===== src/rtl/poly_audio_player.sv =====
// Polyphonic frame-table square-wave player; POLY_AUDIO_TRANSPOSE_EN adds the OCTAVE period shift.
// Outputs registered: BUSY/AUDIO_CH 1 cycle after the deciding edge, AUDIO one more; no backpressure, START dropped while busy.
module poly_audio_player #(
  parameter int CHANNELS     = 2,
  parameter int FRAME_BITS   = 5,
  parameter int PERIOD_WIDTH = 16,
  parameter int DUR_WIDTH    = 10,
  parameter int SEQ_DIV      = 48828,
  parameter int SAMPLE_DIV   = 128,
  localparam int CW = (CHANNELS > 1) ? $clog2(CHANNELS) : 1
) (
  input  logic                    CLK,
  input  logic                    RESET,
`ifdef POLY_AUDIO_TRANSPOSE_EN
  input  logic [1:0]              OCTAVE,
`endif
  input  logic                    WR_EN,
  input  logic [CW-1:0]           WR_CH,
  input  logic [FRAME_BITS-1:0]   WR_ADDR,
  input  logic [PERIOD_WIDTH-1:0] WR_PERIOD,
  input  logic [DUR_WIDTH-1:0]    WR_DUR,
  input  logic                    START,
  input  logic [CHANNELS-1:0]     CH_MASK,
  input  logic                    STOP,
  input  logic                    LOOP,
  output logic [CHANNELS-1:0]     BUSY,
  output logic                    DONE,
  output logic [CHANNELS-1:0]     AUDIO_CH,
  output logic                    AUDIO
);

  typedef enum logic [1:0] {IDLE, LOAD, PLAY} state_t;

  localparam int DEPTH = 1 << FRAME_BITS;
  localparam int SW    = $clog2(SEQ_DIV + 1);
  localparam int MW    = $clog2(SAMPLE_DIV + 1);
  localparam logic [SW-1:0]           SEQ_LAST = SW'(SEQ_DIV - 1);
  localparam logic [MW-1:0]           SMP_LAST = MW'(SAMPLE_DIV - 1);
  localparam logic [CW:0]             CH_LIM   = (CW + 1)'(CHANNELS);
  localparam logic [PERIOD_WIDTH-1:0] ONE_P    = PERIOD_WIDTH'(1);

  logic [PERIOD_WIDTH-1:0] tbl_period [CHANNELS][DEPTH];
  logic [DUR_WIDTH-1:0]    tbl_dur    [CHANNELS][DEPTH];

  state_t                  st     [CHANNELS];
  logic [FRAME_BITS-1:0]   frame  [CHANNELS];
  logic [PERIOD_WIDTH-1:0] per_q  [CHANNELS];
  logic [DUR_WIDTH-1:0]    dur_q  [CHANNELS];
  logic [DUR_WIDTH-1:0]    tick_q [CHANNELS];
  logic [PERIOD_WIDTH-1:0] tone_q [CHANNELS];

  logic [SW-1:0] seq_cnt;
  logic [MW-1:0] smp_cnt;
  logic          busy_q;
  logic          seq_tick;
  logic          smp_tick;
  logic          start_ok;
  logic [1:0]    oct;

`ifdef POLY_AUDIO_TRANSPOSE_EN
  assign oct = OCTAVE;
`else
  assign oct = 2'd0;
`endif

  assign seq_tick = (seq_cnt == SEQ_LAST);
  assign smp_tick = (smp_cnt == SMP_LAST);
  assign start_ok = START && !STOP && (BUSY == '0);

  // A nonzero period must never shift down into a rest.
  function automatic logic [PERIOD_WIDTH-1:0] eff_period(input logic [PERIOD_WIDTH-1:0] p,
                                                         input logic [1:0] o);
    logic [PERIOD_WIDTH-1:0] s;
    s = p >> o;
    if (p != '0 && s == '0) s = ONE_P;
    return s;
  endfunction

  always_ff @(posedge CLK) begin
    if (WR_EN && ({1'b0, WR_CH} < CH_LIM)) begin
      tbl_period[WR_CH][WR_ADDR] <= WR_PERIOD;
      tbl_dur[WR_CH][WR_ADDR]    <= WR_DUR;
    end
  end

  always_ff @(posedge CLK) begin
    if (RESET) begin
      seq_cnt  <= '0;
      smp_cnt  <= '0;
      busy_q   <= 1'b0;
      DONE     <= 1'b0;
      AUDIO    <= 1'b0;
      BUSY     <= '0;
      AUDIO_CH <= '0;
      for (int c = 0; c < CHANNELS; c++) begin
        st[c]     <= IDLE;
        frame[c]  <= '0;
        per_q[c]  <= '0;
        dur_q[c]  <= '0;
        tick_q[c] <= '0;
        tone_q[c] <= '0;
      end
    end else begin
      seq_cnt <= (start_ok || seq_tick) ? '0 : seq_cnt + 1'b1;
      smp_cnt <= (start_ok || smp_tick) ? '0 : smp_cnt + 1'b1;
      busy_q  <= |BUSY;
      DONE    <= busy_q && (BUSY == '0);
      AUDIO   <= ^AUDIO_CH;
      for (int c = 0; c < CHANNELS; c++) begin
        if (STOP) begin
          st[c]       <= IDLE;
          BUSY[c]     <= 1'b0;
          AUDIO_CH[c] <= 1'b0;
        end else begin
          case (st[c])
            IDLE: begin
              AUDIO_CH[c] <= 1'b0;
              if (start_ok && CH_MASK[c]) begin
                st[c]    <= LOAD;
                BUSY[c]  <= 1'b1;
                frame[c] <= '0;
              end
            end
            LOAD: begin
              AUDIO_CH[c] <= 1'b0;
              tone_q[c]   <= '0;
              tick_q[c]   <= '0;
              per_q[c]    <= eff_period(tbl_period[c][frame[c]], oct);
              dur_q[c]    <= tbl_dur[c][frame[c]];
              if (tbl_period[c][frame[c]] == '0 && tbl_dur[c][frame[c]] == '0) begin
                if (LOOP) begin
                  frame[c] <= '0;
                end else begin
                  st[c]   <= IDLE;
                  BUSY[c] <= 1'b0;
                end
              end else begin
                st[c] <= PLAY;
              end
            end
            PLAY: begin
              if (seq_tick && tick_q[c] == dur_q[c]) begin
                st[c]       <= LOAD;
                frame[c]    <= frame[c] + 1'b1;
                AUDIO_CH[c] <= 1'b0;
              end else begin
                if (seq_tick) tick_q[c] <= tick_q[c] + 1'b1;
                if (smp_tick && per_q[c] != '0) begin
                  if (tone_q[c] == per_q[c] - ONE_P) begin
                    tone_q[c]   <= '0;
                    AUDIO_CH[c] <= ~AUDIO_CH[c];
                  end else begin
                    tone_q[c] <= tone_q[c] + ONE_P;
                  end
                end
              end
            end
            default: st[c] <= IDLE;
          endcase
        end
      end
    end
  end

endmodule


===== config.mk =====
export PLATFORM = sky130hd
export DESIGN_NAME = poly_audio_player
export DESIGN_NICKNAME = d
export VERILOG_FILES = /design/src/rtl/poly_audio_player.sv
export SDC_FILE = /design/constraint.sdc
export NUM_CORES = 2
export LEC_CHECK = 0
export CORE_MARGIN = 3
export CORE_UTILIZATION = 55
export CTS_CLUSTER_DIAMETER = 120
export DETAILED_ROUTE_END_ITERATION = 16
export PLACE_DENSITY = 0.71
export SLEW_MARGIN = 20
export SYNTH_ARGS = -nofsm -noshare
export SYNTH_HDL_FRONTEND = slang
export SYNTH_SLANG_ARGS = --single-unit

===== constraint.sdc =====
create_clock -name CLK -period 3.9 [get_ports CLK]
set_input_delay 0.78 -clock CLK [delete_from_list [all_inputs] [get_ports CLK]]
set_output_delay 0.78 -clock CLK [all_outputs]
set_load 0.005 [all_outputs]

==> results.yml <==
cts:
  cts.sinks: 1813
  tritoncts_clock_tree: "built"
  cts-hold-fix-buffers: 0
  clock-root-buffer: "sky130_fd_sc_hd__clkbuf_16"
  clkTransAtPathRegs_ps: 60
  cts_buffer_depth: 3
  h_tree_lvl_count: 4
  clock_latency_ps: 820
  cts_inserted_buffers: 175
sta:
  finalCriticalPeriod_ps: 3840
  fin_ws_ps: 63.7
  rsz_0062_raised_after_global_routing: "false"
  tightest_slew_ps: 1130
  hold_viol: 0
  slew_viol_final: 0
  layout_worst_path_cycle_share_pct: 98.4
  timing.slew.headroom_pct: 24.5
  report.final.setup_viol: 0
  highest_clock_frequency_the_design_can_meet_mhz: 261
  fin_skew_ps: 26.6
logic_synthesis:
  post_synth.cell_area_avg_um2: 19.2
  yosys-top-cells-count: "1782 x sky130_fd_sc_hd__edfxtp_1, 308 x sky130_fd_sc_hd__mux4_2, 270 x sky130_fd_sc_hd__nor2_1"
  syn-num-nets: 3774
  seq_area_frac_synth_pct: 75.8
  most_frequent_cell_after_synthesis: "sky130_fd_sc_hd__edfxtp_1"
  netlist_area_pre_place_mm2: 0.0714
  postSynthCellCount: 3724
  ys_dominant_reg_cell: "sky130_fd_sc_hd__edfxtp_1"
  synth_warnings: 0
  post-synth-top-area-fraction_pct: 74.9
  ys_async_sr_fraction_pct: 0
  number_of_enable_type_register_cells_in_the_synthesized_netlist: 1782
  number_of_flip_flops_and_latches_in_the_synthesized_netlist: 1813
  synthTopCellsByArea: "sky130_fd_sc_hd__edfxtp_1 75%, sky130_fd_sc_hd__mux4_2 9.7%, sky130_fd_sc_hd__mux2i_1 3.2%"
  synth.lib_cells_used.distinct: 73
  yosys.area.top_type: "sky130_fd_sc_hd__edfxtp_1"
detailed_routing:
  via_per_inst: 6.51
  drt_wl_total_um: 180000
  drt_pass1_iterations: 8
  remaining_drc_errors: 0
  dr_total_vias: 38300
  drt-wirelength-per-cell_um: 30.6
  drt_iter0_drc: 5848
  antenna_violating_nets_post_route: 0
critical_path:
  setup.worst_path.class: "flip-flop to flip-flop"
  timing.critical_path.cells: "buf_12, buf_12, mux4_2, o21ai_0, buf_4, and4_1, nand2_1, nor4_2, and4_1, a21o_1"
  critical_path_peak_fanout: 42
  start_kind: "flip-flop"
  critPathMaxStageDelay_ps: 550
  setup.worst_path.end_class: "flip-flop"
  timing.critical_path.slowest_stage_cell: "sky130_fd_sc_hd__mux4_2"
  worstPathArrival_ps: 4340
  crit_required_ps: 4400
power:
  peak_ir_drop_on_the_vdd_network_mv: 0.415
  combinationalPowerShare_pct: 5.4
  leakage_nw: 25.9
  p_seq_share_pct: 54.2
  p_int_mw: 31.4
  power_density_mw_per_mm2: 492
  sw_frac_of_total_pct: 21.7
  switching_power_mw: 8.71
  clockPowerShare_pct: 40.5
placed_design:
  dp.final_hpwl_um: 108000
  port_buffers: 45
  dp.cells: 5555
  final_estimated_routing_congestion_in_global_placement: 0.860
  place_area_mm2: 0.0759
  dp_worst_slack_ps: -155
grt:
  grt_util_all_layers_pct: 26.9
  grt_antenna_before_repair: 9
  global_route_wire_length_before_repair_um: 262000
  grt.overflow.total: 0
  grt_max_degree: 65
  grt_pass1_vias: 37300
floorplanning:
  die_h_um: 366
  design.portCount: 46
  dieWidth_um: 366
  floorplan.core_area_mm2: 0.128
  fp-row-count: 131
  initial_utilization_pct: 55.7
  die-area_mm2: 0.134
layout:
  post-route-cell-area_mm2: 0.0816
  finish.net_count: 4057
  flow.area_growth_from_synthesis_pct: 14.2
  fin_cells: 5878
  final_layout_size_suffix_gt1_share_pct: 22.4
  utilization_pct: 63.6
run:
  maxcap_violations: 0
run_status:
  outcome: "finished, final reports clean"
hold_path:
  holdCritPathClass: "flip-flop to flip-flop"
==> worst max-delay path: cells and delay by family, from the launching register on <==
family          cells  cell delay (ps)
simple gates        4             1110
buf+inv             3              780
mux                 1              550
flops               1              530
compound gates      2              500
==> through the flow <==
stage | setup TNS [ps] | hold WS, ps | power [mW]
floorplan | 0 | 418 | 23.2
global placement | -717 | 429 | 24.2
detailed placement | -1620 | 442 | 24.2
CTS | 0 | 447 | 40.3
global route | 0 | 482 | 41.2
finish | 0 | 466 | 40.1
==> path summary, 6_finish.rpt <==
check | endpoint | cells past startpoint | from | slack (ps)
worst max register to register | frame[0][1] | 10 | frame[0][0] | 60
worst min register to register | DONE | 1 | busy_q | 470
worst min-delay path | DONE | 1 | busy_q | 470
worst max-delay path | frame[0][1] | 10 | frame[0][0] | 60
==> state kept, by name (all words and copies together) (netlist names), 4 cells and up <==
name	cells
dur_q	20
tbl_period	1024
tick_q	20
st	4
frame	10
seq_cnt	16
tone_q	32
smp_cnt	8
tbl_dur	640
per_q	32
==> placed cells by master (no fill, tap or decap), drive strengths merged, types with 31 or more instances in the layout <==
cell type / netlist / routed
mux2i: 226 / 226
xnor2: 51 / 51
mux4: 308 / 308
clkbuf: 97 / 217
buf: 92 / 273
a22oi: 73 / 73
nor2: 271 / 271
inv: 23 / 33
o21ai: 50 / 50
edfxtp: 1782 / 1782
o22ai: 51 / 51
clkinv: 0 / 73
xor2: 74 / 74
nand2: 109 / 109
a21oi: 39 / 39
dfxtp: 31 / 31
a221oi: 44 / 44
nand3: 60 / 60
==> cell type report <==
class,instances,area (um2)
diodes,4,10.0
repair buffers,295,3000
fillers,8612,46600
clock inverters,99,902
flip-flops and latches,1813,54100
well taps,1729,2160
multi-input cells,1699,16700
clock buffers,216,4560
inverters,23,86.3
==> routing by layer <==
layer / up-vias / global-route usage (%) / wire length [um]
li1: 15800 / - / -
met1: 19800 / 40.9 / 72000
met2: 2346 / 38.6 / 80000
met3: 270 / 8.29 / 23600
met4: 6 / 6.72 / 4400
met5: - / 0 / 32
==> kinds of logic (layout without fill, tap and decap cells) <==
group / count (synthesis) / count (layout) / share of synthesized area, %
flip-flops: 1813 / 1813 / 75.8
AO/OA/AOI/OAI: 382 / 382 / 3.83
adder cells (fa/ha/maj): 10 / 10 / 0.175
other: 0 / 4 / 0
multiplexers: 539 / 539 / 13.0
buffers and inverters: 212 / 633 / 1.35
AND/OR/NAND/NOR: 643 / 643 / 4.35
XOR/XNOR: 125 / 125 / 1.53
==> power by group through the flow <==
stage                     Combinational, mW  Clock [mW]  Sequential (mW)
final                                  2.15        16.2             21.7
after global routing                   2.27        17.2             21.7
after CTS                              2.11        16.4             21.7
after detailed placement               2.09           0             22.1
after global placement                 2.05           0             22.1
after floorplan                        1.09           0             22.1
==> repair_timing <==
item	CTS	global route
resized for setup	7	10
setup buffers	1	0
cloned	2	1
hold endpoints to repair	0	0
setup endpoints to repair	13	14
pin swaps	0	0
Note: power is estimated with default switching activity, not from simulation.
